===== src/rtl/lut_req_pkg.sv =====
// lut_req_pkg: shared widths and limits for the LUT requester slice.
package lut_req_pkg;
    localparam int LUT_ADDR_W  = 8;
    localparam int LUT_DATA_W  = 32;
    localparam int LUT_MAX_LAT = 4;
    localparam int INF_W       = $clog2(LUT_MAX_LAT + 1);
    typedef logic [LUT_ADDR_W-1:0] lut_addr_t;
    typedef logic [LUT_DATA_W-1:0] lut_data_t;
endpackage


===== src/rtl/lut_rsp_fifo.sv =====
// lut_rsp_fifo: circular response FIFO; head is zero when empty.
module lut_rsp_fifo #(
    parameter int DEPTH = 4,
    parameter int WIDTH = 32
) (
    input  logic                     clk,
    input  logic                     rst,
    input  logic                     push,
    input  logic                     pop,
    input  logic [WIDTH-1:0]         din,
    output logic [WIDTH-1:0]         dout,
    output logic                     full,
    output logic                     empty,
    output logic [$clog2(DEPTH):0]   count
);
    localparam int AW = $clog2(DEPTH);
    localparam int CW = AW + 1;
    logic [WIDTH-1:0] mem [DEPTH];
    logic [AW-1:0] wr, rd;
    logic do_pop;
    assign empty  = count == '0;
    assign full   = count == CW'(DEPTH);
    assign do_pop = pop & ~empty;
    assign dout   = empty ? '0 : mem[rd];
    always_ff @(posedge clk) begin
        if (push) mem[wr] <= din;
    end
    always_ff @(posedge clk) begin
        if (rst) begin
            wr    <= '0;
            rd    <= '0;
            count <= '0;
        end else begin
            if (push) wr <= wr + 1'b1;
            if (do_pop) rd <= rd + 1'b1;
            count <= count + CW'(push) - CW'(do_pop);
            assert (!(push && full && !do_pop));
        end
    end
endmodule


===== src/rtl/lut_requester.sv =====
// lut_requester: credit-gated LUT lookups with a fixed-latency responder and in-order response FIFO.
// Optional LUT_REQ_STATS_EN adds saturating stall_cnt / lookup_cnt outputs.
module lut_requester
    import lut_req_pkg::*;
#(
    parameter int LAT   = 1,
    parameter int DEPTH = 4
) (
    input  logic                  CLK,
    input  logic                  Reset,
    input  logic                  req_valid,
    input  logic [LUT_ADDR_W-1:0] req_addr,
    output logic                  req_ready,
    output logic                  TIE_lut_Out_Req,
    output logic [LUT_ADDR_W-1:0] TIE_lut_Out,
    input  logic                  TIE_lut_Rdy,
    input  logic [LUT_DATA_W-1:0] TIE_lut_In,
    output logic                  rsp_valid,
    output logic [LUT_DATA_W-1:0] rsp_data,
    input  logic                  rsp_ready,
`ifdef LUT_REQ_STATS_EN
    output logic [15:0]           stall_cnt,
    output logic [15:0]           lookup_cnt,
`endif
    output logic                  busy
);
    localparam int CW = $clog2(DEPTH) + 1;
    localparam int SW = 8;
    logic [LAT-1:0] pend;
    logic [INF_W-1:0] inflight;
    logic [CW-1:0] count;
    logic [SW-1:0] used;
    lut_data_t head;
    logic full, empty, credit, acc, exit_bit, pop;
    // Credit reserves a FIFO slot at acceptance, so a capture can never find the FIFO full.
    assign used            = SW'(inflight) + SW'(count);
    assign credit          = used < SW'(DEPTH);
    assign TIE_lut_Out_Req = req_valid & credit & ~Reset;
    assign TIE_lut_Out     = req_addr;
    assign req_ready       = credit & TIE_lut_Rdy & ~Reset;
    assign acc             = req_valid & req_ready;
    assign exit_bit        = pend[LAT-1];
    assign rsp_valid       = ~empty & ~Reset;
    assign rsp_data        = Reset ? '0 : head;
    assign pop             = rsp_valid & rsp_ready;
    assign busy            = ~Reset & ((inflight != '0) | ~empty);
    always_ff @(posedge CLK) begin
        if (Reset) begin
            pend     <= '0;
            inflight <= '0;
        end else begin
            pend     <= LAT'({pend, acc});
            inflight <= inflight + INF_W'(acc) - INF_W'(exit_bit);
            assert (!(exit_bit && full && !pop));
        end
    end
    lut_rsp_fifo #(.DEPTH(DEPTH), .WIDTH(LUT_DATA_W)) u_fifo (
        .clk   (CLK),
        .rst   (Reset),
        .push  (exit_bit),
        .pop   (pop),
        .din   (TIE_lut_In),
        .dout  (head),
        .full  (full),
        .empty (empty),
        .count (count)
    );
`ifdef LUT_REQ_STATS_EN
    always_ff @(posedge CLK) begin
        if (Reset) begin
            stall_cnt  <= '0;
            lookup_cnt <= '0;
        end else begin
            if (TIE_lut_Out_Req && !TIE_lut_Rdy && stall_cnt != 16'hFFFF) stall_cnt <= stall_cnt + 1'b1;
            if (acc && lookup_cnt != 16'hFFFF) lookup_cnt <= lookup_cnt + 1'b1;
        end
    end
`endif
endmodule


===== config.mk =====
export PLATFORM = sky130hd
export DESIGN_NAME = lut_requester
export DESIGN_NICKNAME = d
export VERILOG_FILES = /design/src/rtl/lut_req_pkg.sv /design/src/rtl/lut_rsp_fifo.sv /design/src/rtl/lut_requester.sv
export SDC_FILE = /design/constraint.sdc
export NUM_CORES = 1
export LEC_CHECK = 0
export CAP_MARGIN = 25
export CORE_MARGIN = 10
export CORE_UTILIZATION = 30
export DETAILED_ROUTE_END_ITERATION = 10
export DONT_BUFFER_PORTS = 1
export SYNTH_ARGS = -nofsm -noshare
export SYNTH_HDL_FRONTEND = slang
export SYNTH_SLANG_ARGS = --single-unit

===== constraint.sdc =====
create_clock -name CLK -period 7.2 [get_ports CLK]
set_clock_uncertainty 0.15 [all_clocks]
set_input_delay 1.44 -clock CLK [delete_from_list [all_inputs] [get_ports CLK]]
set_output_delay 1.44 -clock CLK [all_outputs]
set_load 0.02 [all_outputs]

==> flow_summary.yaml <==
detailed_routing:
  route.detailed.vias_per_inst: 4.76
  detail_route.iter0.violations: 123
  drc: 0
  drt_wl_total_um: 11100
  ant_nets: 0
  wire_length_per_cell_after_detailed_routing_um: 20.8
  first_pass_iters: 4
  routed-via-count: 2534
job:
  max-cap-violations: 0
timing:
  timing.max_slew.rel_slack_pct: 32.9
  tns_ns: 0
  finalWorstPathRequiredPeriod_ns: 4.00
  slew_violations: 0
  worst-slew-pin-transition_ns: 0.992
  achievable-frequency_mhz: 250
  unrepaired_setup_endpoints_after_global_routing: "no"
  fin_ws_ns: 3.20
  final-setup-viol-count: 0
  finalCritPeriodShare_pct: 55.6
  finalHoldViolCount: 0
synthesis:
  syn_area_per_cell_um2: 20.0
  synth_seq_area_share_pct: 72.0
  synth_area_um2: 5700
  synth.largest_area_cell: "edfxtp_1"
  top_area_cell_type_share_of_the_netlist_area_pct: 67.5
  syn-num-nets: 342
  synth.ff_latch_count: 141
  synthesis.instances: 285
  netlist-cell-type-count: 29
  synth.top_cells.by_area: "edfxtp_1, mux4_2, dfxtp_1"
  synthesis.yosys.warnings: 0
clock_network:
  cts_made_buffers: 17
  numClockSinks: 141
  cts.reportedPaths.clkPinSlew_ns: 0.06
  tritoncts_clock_tree: "built"
  maximum_buffer_depth_of_the_clock_tree: 2
  ctsResizeCount: 0
  cts_setup_buffers: 0
  clk_root_buffer_cell: "clkbuf_16"
  h_tree_depth_reported_by_cts: 4
  cts-hold-fix-buffers: 0
  clkLatencyLatePin_ns: 0.41
die:
  coreArea_um2: 18700
  floorplan.die.height_um: 158
  die-area_um2: 24900
  pin_count: 89
  chipWidth_um: 158
  initial_utilization_pct: 30.5
  placementRows: 50
worst_hold_path:
  hold_class: "reg2reg"
  worst_hold_path.endpoint: "u_fifo.wr[1]$_SDFFE_PP0P_"
  worstHoldStart: "u_fifo.wr[1]$_SDFFE_PP0P_"
  whs_path_depth: 2
global_route:
  grt.overflow.total: 0
  grt_first_pass_wirelength_um: 17000
  grt.total_usage_pct: 9.37
  via_count_of_the_first_global_routing_pass: 2869
  grt_max_degree: 50
  antenna_found_initial: 0
setup_path:
  critPathMaxFanout: 32
  timing.reg2reg.worst_path_depth: 10
  crit_path_max_incr_delay_ns: 0.97
  cp-start-kind: "flop"
  critical_path_required_ns: 5.61
  worst_path_dominant_cell_family: "flip-flops"
  path_class: "reg2out"
  crit_path_cell_trace: "mux4_2 > nor3b_1"
  endpoint_kind: "output port"
  timing.critical_path.slowest_stage_cell: "dfxtp_2"
  rrSetupSlack_ns: 4.06
  critical_r2r_capture: "inflight[2]$_SDFF_PP0_"
  critical_path_arrival_ns: 2.41
  crit_buf_inv: 0
  critical_path.reg2reg.startpoint: "u_fifo.count[2]$_SDFF_PP0_"
cells_and_area:
  area_of_the_multi_input_gates_um2: 1420
  area_taken_by_flip_flops_and_latches_um2: 4110
  area_overhead_of_the_layout_relative_to_synthesis_pct: 14.1
  finish.instance_area_um2: 6500
  nNetsFinal: 342
  antenna_cells_inserted: 0
  drive_gt1_share_pct: 25.2
  count_of_fill_cells_added_during_filler_insertion: 1744
pwr:
  power_per_cell_area_nw_per_um2: 352
  peakVddDrop_uv: 147
  power.leakage_nw: 2.00
place:
  dp_hpwl_um: 6410
  numPortBuffers: 0
  placed_cell_area_um2: 5870
  gp_congestion: 0.681
  preCtsSetupSlack_ns: 3.31
outcome:
  run_status: "finished, final reports clean"
## through the flow
step	total power, W	hold slack (ns)	util (%)	std cells
2_1_floorplan	0.00138	0.364	-	285
3_3_place_gp	0.00146	0.376	31.4	498
3_5_place_dp	0.00147	0.415	31.4	498
4_1_cts	0.00233	0.430	34.5	530
5_1_grt	0.00240	0.485	34.7	532
6_report	0.00229	0.424	34.7	532
## worst max-delay path by stage
stage / startpoint / endpoint / slack, ns / cells past startpoint
global placement: Reset / TIE_lut_Out_Req / 3.27 / 1
detailed placement: Reset / TIE_lut_Out_Req / 3.31 / 1
CTS: flop / rsp_data[18] / 3.09 / 2
finish: flop / rsp_data[4] / 3.20 / 2
global route: flop / rsp_data[18] / 3.07 / 2
floorplan: Reset / TIE_lut_Out_Req / 3.20 / 2
## cell families after synthesis
kind of cell,count (synthesis),synth area share [%]
flops,141,72.0
simple gates,59,7.12
mux,36,13.4
buf+inv,31,3.18
fa+ha+maj,12,2.90
compound gates,3,0.373
xor+xnor,3,0.966
## registers in the layout, summed over array words and instances, names as in the netlist, named ones only
name,cells
u_fifo.count,3
exit_bit,1
u_fifo.rd,2
u_fifo.mem,128
u_fifo.wr,2
inflight,3
## Yosys cell counts, drive strengths merged
| library cell | number |
|---|---|
| and2 | 4 |
| ha | 10 |
| buf | 16 |
| and3 | 1 |
| edfxtp | 128 |
| clkbuf | 7 |
| nand2b | 1 |
| mux2 | 3 |
| or3 | 1 |
| o31ai | 1 |
| nor2b | 5 |
| nor3b | 33 |
| xor3 | 1 |
| o311ai | 1 |
| fa | 2 |
| a21oi | 1 |
| dfxtp | 13 |
| nor2 | 8 |
| nor3 | 3 |
| inv | 8 |
| or4b | 1 |
| xnor3 | 1 |
| mux4 | 32 |
| mux2i | 1 |
| nor4b | 2 |
| xnor2 | 1 |
## layer usage
layer / share of wire, % / global-route usage, % / vias to the layer above
met1: 41 / 10.8 / 1324
met3: 6.2 / 3.47 / 18
met2: 51 / 15.0 / 62
li1: - / - / 1130
met4: 2.2 / 4.72 / 0
met5: 0 / 0 / -
## cell type report
| class | instances | share of cell area, % |
|---|---|---|
| flip-flops and latches | 141 | 63.2 |
| multi-input cells | 113 | 21.9 |
| clock buffers | 20 | 6.72 |
| well taps | 234 | 4.51 |
| clock inverters | 12 | 2.25 |
| repair buffers | 4 | 0.963 |
| inverters | 8 | 0.462 |
## power by group
part	internal, W	switching [W]	leakage, nW
clock network	0.000541	0.000317	0.269
registers	0.000932	0.0000353	1.26
logic	0.000191	0.000274	0.468
total	0.00166	0.000626	2.00
## worst reg2reg max path: stages, from the launching register on
cell and delay [ns]:
dfxtp_1 0.45, ha_1 0.28, or3_4 0.35, or4b_1 0.52
ha_1 0.30, inv_1 0.06, ha_1 0.13, inv_1 0.04
fa_1 0.36, xnor3_1 0.37, nor2_1 0.04
## cells in the final DEF (no fill, tap or decap), types with 4 or more instances in the layout
cell and count:
clkbuf_16 17, edfxtp_1 128, dfxtp_1 11, nor3b_1 33, clkinvlp_4 5, nor2b_1 5, inv_1 8, nor2_1 8
and2_2 4, mux4_2 32, ha_1 10
Power figures use the tool's default switching activity.
